--- config.mk ---
export PLATFORM = sky130hd
export DESIGN_NAME = clock_control
export DESIGN_NICKNAME = d
export VERILOG_FILES = /design/src/rtl/clock_ctrl_pkg.sv /design/src/rtl/clock_control_debounce_sync.sv /design/src/rtl/clock_control.sv
export SDC_FILE = /design/constraint.sdc
export NUM_CORES = 1
export LEC_CHECK = 0
export ABC_CLOCK_PERIOD_IN_PS = 2500
export CELL_PAD_IN_SITES_DETAIL_PLACEMENT = 2
export CELL_PAD_IN_SITES_GLOBAL_PLACEMENT = 2
export CORE_MARGIN = 8
export CORE_UTILIZATION = 38
export DETAILED_ROUTE_END_ITERATION = 8
export GPL_ROUTABILITY_DRIVEN = 0
export GPL_TIMING_DRIVEN = 0
export PLACE_DENSITY = 0.82
export SYNTH_ARGS = -nofsm -noshare
export SYNTH_HDL_FRONTEND = slang
export SYNTH_SLANG_ARGS = --single-unit
--- constraint.sdc ---
create_clock -name clock_in -period 2.5 [get_ports clock_in]
set_input_delay 0.25 -clock clock_in [delete_from_list [all_inputs] [get_ports clock_in]]
set_output_delay 0.25 -clock clock_in [all_outputs]
set_load 0.05 [all_outputs]
--- src/rtl/clock_ctrl_pkg.sv ---
// Shared types and helpers for the CPU clock-control front-end.
package clock_ctrl_pkg;

  typedef enum logic [1:0] {
    HALT = 2'd0,
    RUN  = 2'd1,
    STEP = 2'd2
  } state_e;

  localparam int unsigned  DEBOUNCE_CYCLES_DEF = 500000;
  localparam int unsigned  CNT_W_DEF           = 20;
  localparam logic [7:0]   RATIO_RESET_DEF     = 8'd4;

  // Selectors 0..7 give a power-of-two ratio; anything larger saturates.
  function automatic logic [7:0] decode_ratio(input logic [3:0] sel);
    logic [7:0] r;
    if (sel[3]) r = 8'hFF;
    else        r = 8'd1 << sel[2:0];
    return r;
  endfunction

endpackage

--- src/rtl/clock_control_debounce_sync.sv ---
// One pushbutton: 2-flop synchroniser, hold-time debounce and a registered
// one-cycle pulse on each accepted press (stable 1->0).
module debounce_sync #(
  parameter int unsigned DEBOUNCE_CYCLES = 500000,
  parameter int unsigned CNT_W           = 20
) (
  input  logic clk_i,
  input  logic rst_ni,
  input  logic key_ni,
  output logic press_o
);

  localparam logic [CNT_W-1:0] CNT_LAST = CNT_W'(DEBOUNCE_CYCLES - 1);

  logic             sync1_q, sync2_q;
  logic [CNT_W-1:0] cnt_q, cnt_d;
  logic             stable_q, stable_d;
  logic             stable_dly_q;
  logic             press_q;

  // A new level is accepted only after it has differed from the stable one
  // for DEBOUNCE_CYCLES consecutive cycles; any return clears the count.
  always_comb begin
    cnt_d    = cnt_q;
    stable_d = stable_q;
    if (sync2_q == stable_q) begin
      cnt_d = '0;
    end else if (cnt_q == CNT_LAST) begin
      stable_d = sync2_q;
      cnt_d    = '0;
    end else begin
      cnt_d = cnt_q + 1'b1;
    end
  end

  always_ff @(posedge clk_i or negedge rst_ni) begin
    if (!rst_ni) begin
      sync1_q      <= 1'b1;
      sync2_q      <= 1'b1;
      cnt_q        <= '0;
      stable_q     <= 1'b1;
      stable_dly_q <= 1'b1;
      press_q      <= 1'b0;
    end else begin
      sync1_q      <= key_ni;
      sync2_q      <= sync1_q;
      cnt_q        <= cnt_d;
      stable_q     <= stable_d;
      stable_dly_q <= stable_q;
      press_q      <= stable_dly_q & ~stable_q;
    end
  end

  assign press_o = press_q;

endmodule

--- src/rtl/clock_control.sv ---
// Operator front-end for the CPU clock tree: RUN/HALT/STEP control from two
// debounced keys, plus a divide ratio that is frozen while the CPU runs.
module clock_control
  import clock_ctrl_pkg::*;
#(
  parameter int unsigned DEBOUNCE_CYCLES = DEBOUNCE_CYCLES_DEF,
  parameter int unsigned CNT_W           = CNT_W_DEF,
  parameter logic [7:0]  RATIO_RESET     = RATIO_RESET_DEF
) (
  input  logic       clock_in,
  input  logic       reset_n,
  input  logic       key_mode_n,
  input  logic       key_step_n,
  input  logic [3:0] sw_ratio,
  output logic [7:0] ratio,
  output logic       clk_enable,
  output logic       running
);

  logic       mode_evt, step_evt;
  state_e     state_q, state_d;
  logic       clk_en_q, clk_en_d;
  logic       running_q, running_d;
  logic [3:0] sw_s1_q, sw_s2_q;
  logic [7:0] ratio_q, ratio_d;

  debounce_sync #(
    .DEBOUNCE_CYCLES(DEBOUNCE_CYCLES),
    .CNT_W          (CNT_W)
  ) u_mode_key (
    .clk_i  (clock_in),
    .rst_ni (reset_n),
    .key_ni (key_mode_n),
    .press_o(mode_evt)
  );

  debounce_sync #(
    .DEBOUNCE_CYCLES(DEBOUNCE_CYCLES),
    .CNT_W          (CNT_W)
  ) u_step_key (
    .clk_i  (clock_in),
    .rst_ni (reset_n),
    .key_ni (key_step_n),
    .press_o(step_evt)
  );

  always_ff @(posedge clock_in or negedge reset_n) begin
    if (!reset_n) state_q <= HALT;
    else          state_q <= state_d;
  end

  // Mode wins over step in HALT; anything arriving during STEP is dropped.
  always_comb begin
    state_d = state_q;
    unique case (state_q)
      HALT: begin
        if (mode_evt)      state_d = RUN;
        else if (step_evt) state_d = STEP;
      end
      RUN:     if (mode_evt) state_d = HALT;
      STEP:    state_d = HALT;
      default: state_d = HALT;
    endcase
  end

  // Outputs are decoded from the next state so they align with the state register.
  always_comb begin
    clk_en_d  = (state_d == RUN) || (state_d == STEP);
    running_d = (state_d == RUN);
    ratio_d   = (state_q == HALT) ? decode_ratio(sw_s2_q) : ratio_q;
  end

  always_ff @(posedge clock_in or negedge reset_n) begin
    if (!reset_n) begin
      sw_s1_q   <= '0;
      sw_s2_q   <= '0;
      ratio_q   <= RATIO_RESET;
      clk_en_q  <= 1'b0;
      running_q <= 1'b0;
    end else begin
      sw_s1_q   <= sw_ratio;
      sw_s2_q   <= sw_s1_q;
      ratio_q   <= ratio_d;
      clk_en_q  <= clk_en_d;
      running_q <= running_d;
    end
  end

  assign ratio      = ratio_q;
  assign clk_enable = clk_en_q;
  assign running    = running_q;

endmodule

; ---- After elaboration in Yosys (flattened, before gate mapping)
; Index checks and enable logic that the tools add are counted.
[totals]
out_inout_bits = 10
register_bits = 70
[classes]
shift = 1
eq_ne = 7
n_addsub = 2
n_mux = 9
bitwise_logic = 6
reduce_logical = 4
[op_table]
columns = operator, n
row1 = $mux W20, 4
row2 = $add A20 B1 Y20 const B, 2
row3 = $eq A20 B19 Y1 const B, 2
row4 = $mux W8, 1
row5 = $shl A1 B3 Y8 const A, 1
row6 = $mux W2, 3
row7 = $eq A2 B1 Y1 const B, 2
row8 = $not A1 Y1, 4
row9 = $pmux W2 S2, 1
row10 = $reduce_and A2 Y1, 2
row11 = $and A1 B1 Y1, 2
row12 = $eq A1 B1 Y1, 2
row13 = $eq A2 B2 Y1 const B, 1
row14 = $logic_not A2 Y1, 1
row15 = $logic_or A1 B1 Y1, 1

; ---- Depth between registers and ports, before layout
; Gate-level depths: netlist (run 1).
[logic_depth]
ltp_word = 5
ltp_mapped = 7
depth_no_buf = 5

; ---- Modules after synthesis
; A second synthesis (run 1) with hierarchy kept.
[unflattened]
hier_cells = 271
area_unflattened_um2 = 3094.2
[modules_own_cells]
columns = module, seq_area_each_um2, instances, area_per_inst_um2, cells_each
row1 = debounce_sync, 630.6, 2, 1202.4, 113
row2 = clock_control, 501.7, 1, 689.4, 45

; ---- Least setup slack after synthesis (run 1)
; No wires, ideal clock.
[synth_path]
path_kind = reg2reg
from = register u_mode_key.cnt_q[0]
to = register u_mode_key.cnt_q[16]
n_path_buf = 1
t_required_ns = 2.422
t_arrival_ns = 1.865
path_stages_with_launch = 7
setup_slack_ns = 0.557
setup_ns = 0.078
path_cell_list = dfrtp_1 ha_1 nand4_1 or3_1 clkbuf_2 or4_1 a21oi_1
[synth_via]
elab_chain_len = 3
word_cells_on_any_way = 4
cone_classes = add/sub (1) / eq/ne (1) / mux (2)
[synth_lines]
columns = element, line
row1 = from (decl), clock_control_debounce_sync.sv:16  ; logic [CNT_W-1:0] cnt_q, cnt_d;
row2 = from (signal assigned), clock_control_debounce_sync.sv:47  ; cnt_q <= cnt_d;
row3 = $add A20 B1 Y20 or $eq A20 B19 Y1 (tied branches), "clock_control_debounce_sync.sv:32, clock_control_debounce_sync.sv:28"
row4 = $mux W20 *, clock_control_debounce_sync.sv:28  ; end else if (cnt_q == CNT_LAST) begin
row5 = $mux W20 *, clock_control_debounce_sync.sv:26  ; if (sync2_q == stable_q) begin
row6 = net u_mode_key.cnt_d[16], clock_control_debounce_sync.sv:16
; Mark *: on every way through the listed nets, which the timed path passes. The rest lies on a longest branch.
; A chain may end at the register's enable or synchronous reset.

; ---- Worst setup path in the final report (run 1)
[layout_path]
from = register u_mode_key.cnt_q[0]
to = register u_mode_key.cnt_q[18]
; The elaborated chain is that of the path after synthesis.

==> impl_metrics.py, run 1 <==
metrics = {
    "yosys": {
        "yosys_warnings": 0,
        "synth-compound-area-share_pct": 7.75,
        "synth_fp_nets": 295,
        "synth_enable_flop_cells": 0,
        "synth_seq_cells": 70,
        "synth.area.mux_share_pct": 0.750,
        "ys_types": 31,
        "synth-adder-area-share_pct": 1.25,
        "synth_xor_area_share_pct": 8.17,
        "synthArstFlopShare_pct": 100,
        "synth-simple-area-share_pct": 20.6,
        "synth_top_flop_cell": "dfrtp_1",
        "syn-cell-area_um2": 3000,
        "synth_top_family_by_area": "simple AND/OR/NAND/NOR gates",
        "synth-seq-area-share_pct": 58.7,
        "syn_avg_cell_area_um2": 10.6,
        "syn_inst": 284,
    },
    "clocking": {
        "cts_buffers": 9,
        "tritoncts": "built",
        "ctsResizeCount": 1,
        "root_buffer": "clkbuf_8",
        "cts_buffer_depth": 2,
        "clk_pin_slew_ps": 80,
        "cts.sinks": 70,
        "postCtsSetupBuffers": 0,
        "cts_max_level": 3,
        "holdBufCountCts": 0,
        "clkLatencyLatePin_ps": 350,
    },
    "setup_path": {
        "crit_path_cell_trace": "ha_1 > nand4_1 > or3_1 > clkbuf_2 > or4_1 > a21oi_1",
        "start_kind": "register",
        "critPathKind": "reg2reg",
        "r2r-end": "u_mode_key.cnt_q[18]",
        "max_stage_delay_ps": 480,
        "crit_slowest_cell": "or3_1",
        "ff2ff_setup_slack_ps": 190,
        "cp_max_fo": 6,
        "arrival_ps": 2580,
        "endpoint_kind": "register",
        "cp.required_ps": 2770,
        "rr_worst_depth": 6,
        "r2r-start": "u_mode_key.cnt_q[0]",
    },
    "floorplanning": {
        "core_um2": 7690,
        "die_y_um": 105,
        "die_area_um2": 11000,
        "die_x_um": 105,
        "num_io_pins": 18,
        "core.rowCount": 32,
        "initial_core_util_pct": 39.0,
    },
    "final_layout": {
        "fin_area_um2": 3540,
        "drive_above_1_share_pct": 11.7,
        "final_cell_mix": "dfrtp_1 (61), nor2_1 (37), nand2_1 (23), xnor2_1 (19), clkdlybuf4s50_1 (16)",
        "area_growth_pct": 17.8,
        "stdcell_count": 419,
        "final_common_cell": "dfrtp_1",
        "diodes": 0,
        "multi_input_area_um2": 1160,
        "fill_cells": 825,
        "seqCellArea_um2": 1760,
        "final_nets": 323,
    },
    "power_and_ir_drop": {
        "clkPwrFrac_pct": 44.7,
        "seq_power_share_pct": 49.9,
        "max-vdd-ir-drop_mv": 0.246,
        "switching_power_uw": 576,
        "power_frac_comb_pct": 5.4,
        "powerDensity_nw_per_um2": 671,
        "power.leakage_nw": 1.41,
        "swShare_pct": 24.3,
        "internal_power_mw": 1.80,
    },
    "sta": {
        "setup_violations": 0,
        "min_period_over_period_pct": 92.4,
        "slew_violations": 0,
        "relSlewSlack_pct": 40.0,
        "fin_skew_ps": 9.23,
        "layout_min_cycle_time_ps": 2310,
        "finalSetupTns_ps": 0,
        "setup_ws_ps": 190,
        "grt_setup_unrepaired": "false",
        "tightest_slew_ps": 899,
        "clock.fmax_mhz": 433,
        "finalHoldViolCount": 0,
    },
    "global_routing": {
        "antenna_found_initial": 0,
        "grt_pass1_vias": 2672,
        "grt_util_all_layers_pct": 16.3,
        "grt_max_degree": 71,
        "grt-ovfl-total": 0,
        "grt_first_pass_wirelength_mm": 14.4,
    },
    "routing": {
        "firstDrtPassIters": 4,
        "drt-total-wl_mm": 8.25,
        "via_per_inst": 5.45,
        "vias": 2283,
        "wire_per_inst_um": 19.7,
        "drc": 0,
        "drtIter0Drc": 81,
        "antenna_left": 0,
    },
    "place": {
        "portBuffers": 17,
        "dpl.cell_count": 403,
        "dp_hpwl_mm": 5.06,
        "place_area_um2": 3300,
        "dp_slack_ps": 27.9,
    },
    "flow_run": {
        "drv_cap": 0,
    },
    "min_path": {
        "hold_path.class": "in2async",
    },
    "outcome": {
        "status": "finished, final reports clean",
    },
}
==> synthesized netlist by cell type (2+ instances only) <==
master / count / area, µm²
or4_1: 8 / 60.1
o21ai_0: 13 / 65.1
inv_1: 10 / 37.5
nand3_1: 10 / 50.1
clkbuf_2: 2 / 10.0
ha_1: 3 / 37.5
nor2_1: 37 / 139
or3_1: 6 / 37.5
buf_1: 3 / 11.3
nor4b_1: 3 / 26.3
nor4_1: 5 / 31.3
clkbuf_1: 5 / 18.8
nor3_1: 6 / 30.0
nand2_1: 23 / 86.3
nand4_1: 12 / 75.1
a21oi_1: 13 / 65.1
and4_1: 4 / 35.0
xor2_1: 9 / 78.8
a31oi_1: 6 / 37.5
xnor2_1: 19 / 166
dfrtp_1: 61 / 1530
dfstp_2: 9 / 236
a41o_1: 2 / 20.0
mux2_2: 2 / 22.5
o31ai_1: 6 / 45.0
nor2b_1: 2 / 12.5
==> state kept, by name (all words and copies together), names as in the netlist, 2 cells and up <==
| signal | cells |
|---|---|
| ratio | 8 |
| u_mode_key.cnt_q | 20 |
| u_step_key.cnt_q | 20 |
| sw_s1_q | 4 |
| sw_s2_q | 4 |
| state_q | 2 |
==> worst max-delay path by stage <==
stage                        start                    to  slack [ps]  cells past startpoint
6_report       u_mode_key.cnt_q[0]  u_mode_key.cnt_q[18]         190                      6
5_1_grt        u_mode_key.cnt_q[0]  u_mode_key.cnt_q[16]          10                      6
3_3_place_gp               reset_n   u_step_key.cnt_q[8]       -1240                      1
4_1_cts        u_mode_key.cnt_q[0]   u_mode_key.cnt_q[5]          20                      7
3_5_place_dp   u_mode_key.cnt_q[0]   u_mode_key.cnt_q[5]          30                      7
2_1_floorplan  u_mode_key.cnt_q[0]  u_mode_key.cnt_q[16]         560                      6
==> power by group through the flow <==
| stage | clock network (mW) | logic (mW) | registers, mW |
|---|---|---|---|
| after CTS | 1.09 | 0.132 | 1.18 |
| final | 1.06 | 0.128 | 1.18 |
| after global routing | 1.13 | 0.142 | 1.19 |
| after detailed placement | 0 | 0.130 | 1.20 |
| after floorplan | 0 | 0.0359 | 1.23 |
| after global placement | 0 | 0.126 | 1.20 |
==> cell families after synthesis <==
family          count (synthesis)
simple gates                  120
flops                          70
compound gates                 40
xor+xnor                       28
buf+inv                        21
fa+ha+maj                       3
mux                             2
==> routing by layer <==
layer | up-vias | GRT usage [%] | part of all wire (%)
li1 | 1052 | - | -
met1 | 1187 | 18.7 | 43
met2 | 27 | 28.5 | 52
met3 | 17 | 3.81 | 2.5
met4 | 0 | 6.73 | 2.2
met5 | - | 0 | 0
==> layout make-up <==
cell class	instances	area share (%)
Sequential cell	70	49.8
Multi-Input combinational cell	193	32.9
Timing Repair Buffer	17	4.74
Clock buffer	10	3.89
Tap cell	102	3.61
Clock inverter	6	2.65
Buffer	11	1.34
Inverter	10	1.06
==> stage by stage <==
step / util, % / hold WS (ps) / total power [mW]
global placement: 42.9 / 332 / 1.33
CTS: 45.9 / 51.3 / 2.40
floorplan: - / -45.6 / 1.26
global route: 46.0 / 83.9 / 2.46
detailed placement: 42.9 / 338 / 1.34
finish: 46.0 / 21.3 / 2.37
==> worst max-delay path, delay by kind of cell, from the launching register on <==
kind / cells / cell delay (ps)
buf+inv: 1 / 170
compound gates: 1 / 170
simple gates: 3 / 1270
flops: 1 / 390
fa+ha+maj: 1 / 240
No activity file was read; power rests on OpenSTA's default activity.
==> run 2, diff against run 1 <==
ABC_CLOCK_PERIOD_IN_PS = 2200   (was 2500)
clock period = 2.2 ns   (was 2.5 ns; I/O delays follow)
==> run 2 against run 1 <==
The flow now finishes with violations (hold timing). Combinational power increased by 16%. First-iteration DRC count up 20%. Final area is 0.96% higher. Highest routed layer unchanged. Sequential share of layout area is 0.44 points lower. Die area stayed put. Total power up 14%. Global-route usage is 0.26 points higher. Worst hold slack got worse by 45 ps. Critical path type unchanged.
==> impl_metrics.py, run 2 (synthesized netlist as in run 1, its figures left out) <==
metrics = {
    "clocking": {
        "root_buffer": "clkbuf_8",
        "holdBufCountCts": 0,
        "cts.sinks": 70,
        "cts_buffer_depth": 2,
        "clk_pin_slew_ps": 80,
        "cts_buffers": 9,
        "cts_max_level": 3,
        "tritoncts": "built",
        "clkLatencyLatePin_ps": 350,
    },
    "global_routing": {
        "antenna_found_initial": 0,
        "grt_use_met2_pct": 29.0,
        "grt_first_pass_wirelength_mm": 14.6,
        "grt_pass1_vias": 2700,
        "grt_use_met1_pct": 18.7,
        "busiest_layer": "met2",
        "grt-ovfl-total": 0,
        "grt_max_degree": 71,
        "grt_util_met3_pct": 4.42,
        "grt_util_all_layers_pct": 16.6,
    },
    "sta": {
        "min_period_over_period_pct": 94.6,
        "clock.fmax_mhz": 481,
        "finalSetupTns_ps": 0,
        "setup_violations": 0,
        "fin_skew_ps": 8.53,
        "finalHoldViolCount": 17,
        "tightest_slew_ps": 899,
        "relSlewSlack_pct": 40.1,
        "holdWs_ps": -24.1,
        "slew_violations": 0,
        "layout_min_cycle_time_ps": 2080,
        "grt_setup_unrepaired": "false",
    },
    "final_layout": {
        "final_common_cell": "dfrtp_1",
        "final_cell_mix": "dfrtp_1 (60), nor2_1 (37), nand2_1 (23), xnor2_1 (19), clkdlybuf4s50_1 (16)",
        "area_growth_pct": 19.0,
        "fin_area_um2": 3570,
        "stdcell_count": 419,
        "fill_cells": 819,
        "drive_above_1_share_pct": 14.2,
        "diodes": 0,
        "final_nets": 323,
    },
    "setup_path": {
        "cp.required_ps": 2460,
        "start_kind": "register",
        "endpoint_kind": "register",
        "max_stage_delay_ps": 680,
        "path_buf_inv": 1,
        "critPathKind": "reg2reg",
        "cp_top_family": "simple AND/OR/NAND/NOR gates",
        "arrival_ps": 2340,
        "cp_max_fo": 7,
        "crit_slowest_cell": "or4_1",
        "crit_path_cell_trace": "clkbuf_2 > nand4_1 > or4_1 > or3_1 > a21oi_1",
    },
    "floorplanning": {
        "die_x_um": 105,
        "core_um2": 7690,
        "die_y_um": 105,
        "initial_core_util_pct": 39.0,
        "num_io_pins": 18,
        "core.rowCount": 32,
        "die_area_um2": 11000,
    },
    "routing": {
        "via_per_inst": 5.44,
        "drc": 0,
        "vias": 2278,
        "firstDrtPassIters": 4,
        "wire_per_inst_um": 19.8,
        "drt-total-wl_mm": 8.31,
        "drtIter0Drc": 97,
        "antenna_left": 0,
    },
    "place": {
        "dp_hpwl_mm": 5.06,
        "dpl.cell_count": 403,
        "portBuffers": 17,
        "place_area_um2": 3300,
    },
    "outcome": {
        "status": "finished, violations left",
        "violations": "hold timing",
    },
    "power_and_ir_drop": {
        "max-vdd-ir-drop_mv": 0.338,
        "powerDensity_nw_per_um2": 757,
        "power.leakage_nw": 1.42,
    },
    "min_path": {
        "hold_path.class": "in2async",
    },
    "flow_run": {
        "drv_cap": 0,
    },
}
-- run 2: worst register-to-register path: cells and delay by family, from the launching register on --
kind / cells / cell delay (ps)
AOI/OAI and AO/OA: 1 / 190
and+or+nand+nor: 3 / 1270
buffers and inverters: 1 / 200
DFF: 1 / 330
-- run 2: path summary, 6_finish.rpt --
check	startpoint	endpoint	depth (start not counted)	slack [ps]
hold / removal	reset_n	u_mode_key.cnt_q[15]	1	-20
hold reg to reg	sw_s1_q[3]	sw_s2_q[3]	0	360
max in group asynchronous	reset_n	u_mode_key.cnt_q[2]	1	1560
setup / recovery	u_step_key.cnt_q[5]	u_step_key.cnt_q[19]	5	120
setup reg to reg	u_step_key.cnt_q[5]	u_step_key.cnt_q[19]	5	120
min in group clock_in	key_step_n	u_step_key.sync1_q	1	260
-- run 2: timing repair --
action	in CTS	in global routing
buffers inserted	2	1
setup endpoints to repair	22	24
pin swaps	1	2
resized for setup	3	7
-- run 2: through the flow --
stage / power [mW] / worst slack (ps) / utilization [%]
floorplan: 1.44 / 257 / -
global placement: 1.51 / -1510 / 42.9
detailed placement: 1.52 / -272 / 42.9
CTS: 2.73 / 30.9 / 46.2
global route: 2.81 / 11.8 / 46.5
finish: 2.70 / 120 / 46.5
-- run 2: layout make-up --
type	count	area [µm²]	area share, %
inverters	10	37.5	1.05
plain buffers	8	36.3	1.02
multi-input cells	193	1180	33.1
well taps	102	128	3.57
repair buffers	20	190	5.33
clock buffers	10	138	3.85
flip-flops and latches	70	1760	49.4
clock inverters	6	93.8	2.63
-- run 2: per-layer routing --
metal	share of wire, %	wire (µm)
met5	0	0
met4	1.5	126
met3	2.7	225
met2	53	4430
met1	42	3530
-- run 2: power breakdown --
| group | total, mW | switching, mW | internal [mW] |
|---|---|---|---|
| clock | 1.21 | 0.531 | 0.677 |
| sequential | 1.35 | 0.0270 | 1.32 |
| combinational | 0.148 | 0.100 | 0.0480 |
| total | 2.70 | 0.658 | 2.04 |
==> run 3, diff against run 2 <==
GPL_TIMING_DRIVEN = unset   (was 0)
PLACE_DENSITY = 0.8   (was 0.82)
SYNTH_HIERARCHICAL = 1   (was unset)
==> run 3 against run 2 <==
The flow now finishes without violations. Wire length down 8.6%. Clock power down 20%. Largest cell class unchanged. Highest routed layer unchanged. Critical path type unchanged. Final area rose by 2.4%.
==> impl_metrics.py, run 3 <==
metrics = {
    "floorplanning": {
        "die_x_um": 106,
        "core.rowCount": 33,
        "die_y_um": 106,
        "die_area_um2": 11300,
        "initial_core_util_pct": 38.4,
        "core_um2": 8050,
        "num_io_pins": 18,
    },
    "sta": {
        "layout_min_cycle_time_ps": 2010,
        "finalHoldViolCount": 0,
        "fin_skew_ps": 9.84,
        "grt_setup_unrepaired": "false",
        "tightest_slew_ps": 587,
        "setup_ws_ps": 187,
        "relSlewSlack_pct": 60.9,
        "setup_violations": 0,
        "min_period_over_period_pct": 91.5,
        "finalSetupTns_ps": 0,
        "slew_violations": 0,
        "clock.fmax_mhz": 497,
    },
    "yosys": {
        "syn_inst": 271,
        "syn-cell-area_um2": 3090,
        "synth.top_cells.by_area": "dfrtp_1 (49%), xnor2_1 (8.8%), dfstp_2 (7.6%)",
        "synth_fp_nets": 282,
        "syn_avg_cell_area_um2": 11.4,
        "synth_most_common_cell": "dfrtp_1",
        "ys_types": 34,
        "synth_seq_cells": 70,
        "synth_top_cell_by_area": "dfrtp_1",
        "synthArstFlopShare_pct": 100,
        "synth_top_flop_cell": "dfrtp_1",
        "synth_common_cells": "dfrtp_1 (61), nor2_1 (48), xnor2_1 (31), nand3_1 (15), nor4_1 (12)",
        "synth-seq-area-share_pct": 57.0,
        "synth_enable_flop_cells": 0,
        "yosys_warnings": 6,
        "yosys.area.top_type_share_pct": 49.3,
    },
    "min_path": {
        "hold_depth": 1,
        "hold_path.class": "in2reg",
        "hold_end": "u_mode_key/sync1_q",
        "min_from": "key_mode_n",
    },
    "power_and_ir_drop": {
        "seq_power_share_pct": 54.5,
        "clkPwrFrac_pct": 39.1,
        "internal_power_mw": 1.80,
        "switching_power_uw": 667,
        "swShare_pct": 27.0,
        "max-vdd-ir-drop_mv": 0.298,
        "power_frac_comb_pct": 6.4,
        "powerDensity_nw_per_um2": 675,
        "power.leakage_nw": 1.46,
    },
    "routing": {
        "vias": 2157,
        "drtIter0Drc": 35,
        "via_per_inst": 5.20,
        "wire_per_inst_um": 18.3,
        "antenna_left": 0,
        "drc": 0,
        "firstDrtPassIters": 4,
        "drt-total-wl_mm": 7.60,
    },
    "final_layout": {
        "final_cell_mix": "dfrtp_1 (61), nor2_1 (48), xnor2_1 (31), clkdlybuf4s50_1 (16), nand3_1 (15)",
        "diodes": 0,
        "final_nets": 316,
        "stdcell_count": 415,
        "multi_input_area_um2": 1260,
        "drive_above_1_share_pct": 15.8,
        "seqCellArea_um2": 1760,
        "final_common_cell": "dfrtp_1",
        "fill_cells": 830,
        "area_growth_pct": 18.2,
    },
    "clocking": {
        "cts_buffers": 9,
        "postCtsSetupBuffers": 0,
        "cts_max_level": 3,
        "ctsResizeCount": 0,
        "clkLatencyLatePin_ps": 350,
        "tritoncts": "built",
        "cts.sinks": 70,
        "clk_pin_slew_ps": 80,
        "holdBufCountCts": 1,
        "cts_buffer_depth": 2,
        "root_buffer": "clkbuf_8",
    },
    "global_routing": {
        "grt_util_all_layers_pct": 14.9,
        "grt-ovfl-total": 0,
        "antenna_found_initial": 0,
        "grt_max_degree": 49,
        "grt_first_pass_wirelength_mm": 13.4,
        "grt_pass1_vias": 2610,
    },
    "setup_path": {
        "rr_worst_depth": 4,
        "start_kind": "register",
        "critPathKind": "reg2reg",
        "cp_max_fo": 5,
        "cp.required_ps": 2470,
        "r2r-start": "u_mode_key/cnt_q[10]",
        "ff2ff_setup_slack_ps": 190,
        "r2r-end": "u_mode_key/stable_q",
        "endpoint_kind": "register",
        "arrival_ps": 2290,
    },
    "flow_run": {
        "drv_cap": 0,
    },
    "outcome": {
        "status": "finished, final reports clean",
    },
    "place": {
        "dp_slack_ps": 198,
        "dpl.cell_count": 398,
        "portBuffers": 17,
        "dp_hpwl_mm": 5.42,
    },
}
run 3: logic make-up (layout without fill, tap and decap cells):
kind of cell             after synthesis  in the layout  synth area share [%]
AO/OA/AOI/OAI                         16             16                  4.33
XOR/XNOR                              35             35                  9.91
adder cells (fa/ha/maj)                3              3                  1.21
buffers and inverters                 14             53                  2.18
flip-flops                            70             70                  57.0
multiplexers                           6              6                  2.02
AND/OR/NAND/NOR                      127            127                  23.4
run 3: critical path, stage by stage, from the launching register on:
cell     delay, ps
dfrtp_1        450
or4_1          540
or3_4          430
nor2_4         160
mux2_2         360
run 3: cell type report:
cell class / instances / area share, %
Sequential cell: 70 / 48.2
Multi-Input combinational cell: 187 / 34.6
Timing Repair Buffer: 27 / 7.66
Tap cell: 105 / 3.59
Clock buffer: 9 / 3.39
Clock inverter: 7 / 1.57
Inverter: 10 / 1.03
run 3: worst max-delay path by stage:
stage	from	endpoint	slack [ps]	cells after the start
finish	u_mode_key/cnt_q[10]	u_mode_key/stable_q	190	4
global route	u_step_key/cnt_q[10]	u_step_key/stable_q	140	4
CTS	u_mode_key/cnt_q[10]	u_mode_key/stable_q	180	4
detailed placement	u_mode_key/cnt_q[10]	u_mode_key/stable_q	200	4
global placement	u_step_key/cnt_q[10]	u_step_key/stable_q	260	4
floorplan	u_mode_key/cnt_q[10]	u_mode_key/stable_q	310	4
run 3: per-layer routing:
layer / wire, µm / track usage (%)
met4: 172 / 5.73
met5: 0 / 0
met1: 3230 / 17.0
met3: 183 / 3.63
met2: 4010 / 26.4
run 3: power groups by stage:
stage               clock network [mW]  registers (mW)  logic [mW]
finish                           0.965            1.35       0.158
global route                      1.05            1.35       0.172
CTS                               1.01            1.35       0.162
detailed placement                   0            1.37       0.160
global placement                     0            1.37       0.155
floorplan                            0            1.40      0.0464
run 3: per-stage QoR:
step	power, mW	hold WS [ps]	util [%]	area, µm²
2_1_floorplan	1.44	-75.6	-	3090
3_3_place_gp	1.52	235	43.0	3470
3_5_place_dp	1.53	262	43.0	3470
4_1_cts	2.52	264	45.4	3660
5_1_grt	2.58	275	45.4	3660
6_report	2.47	281	45.4	3660
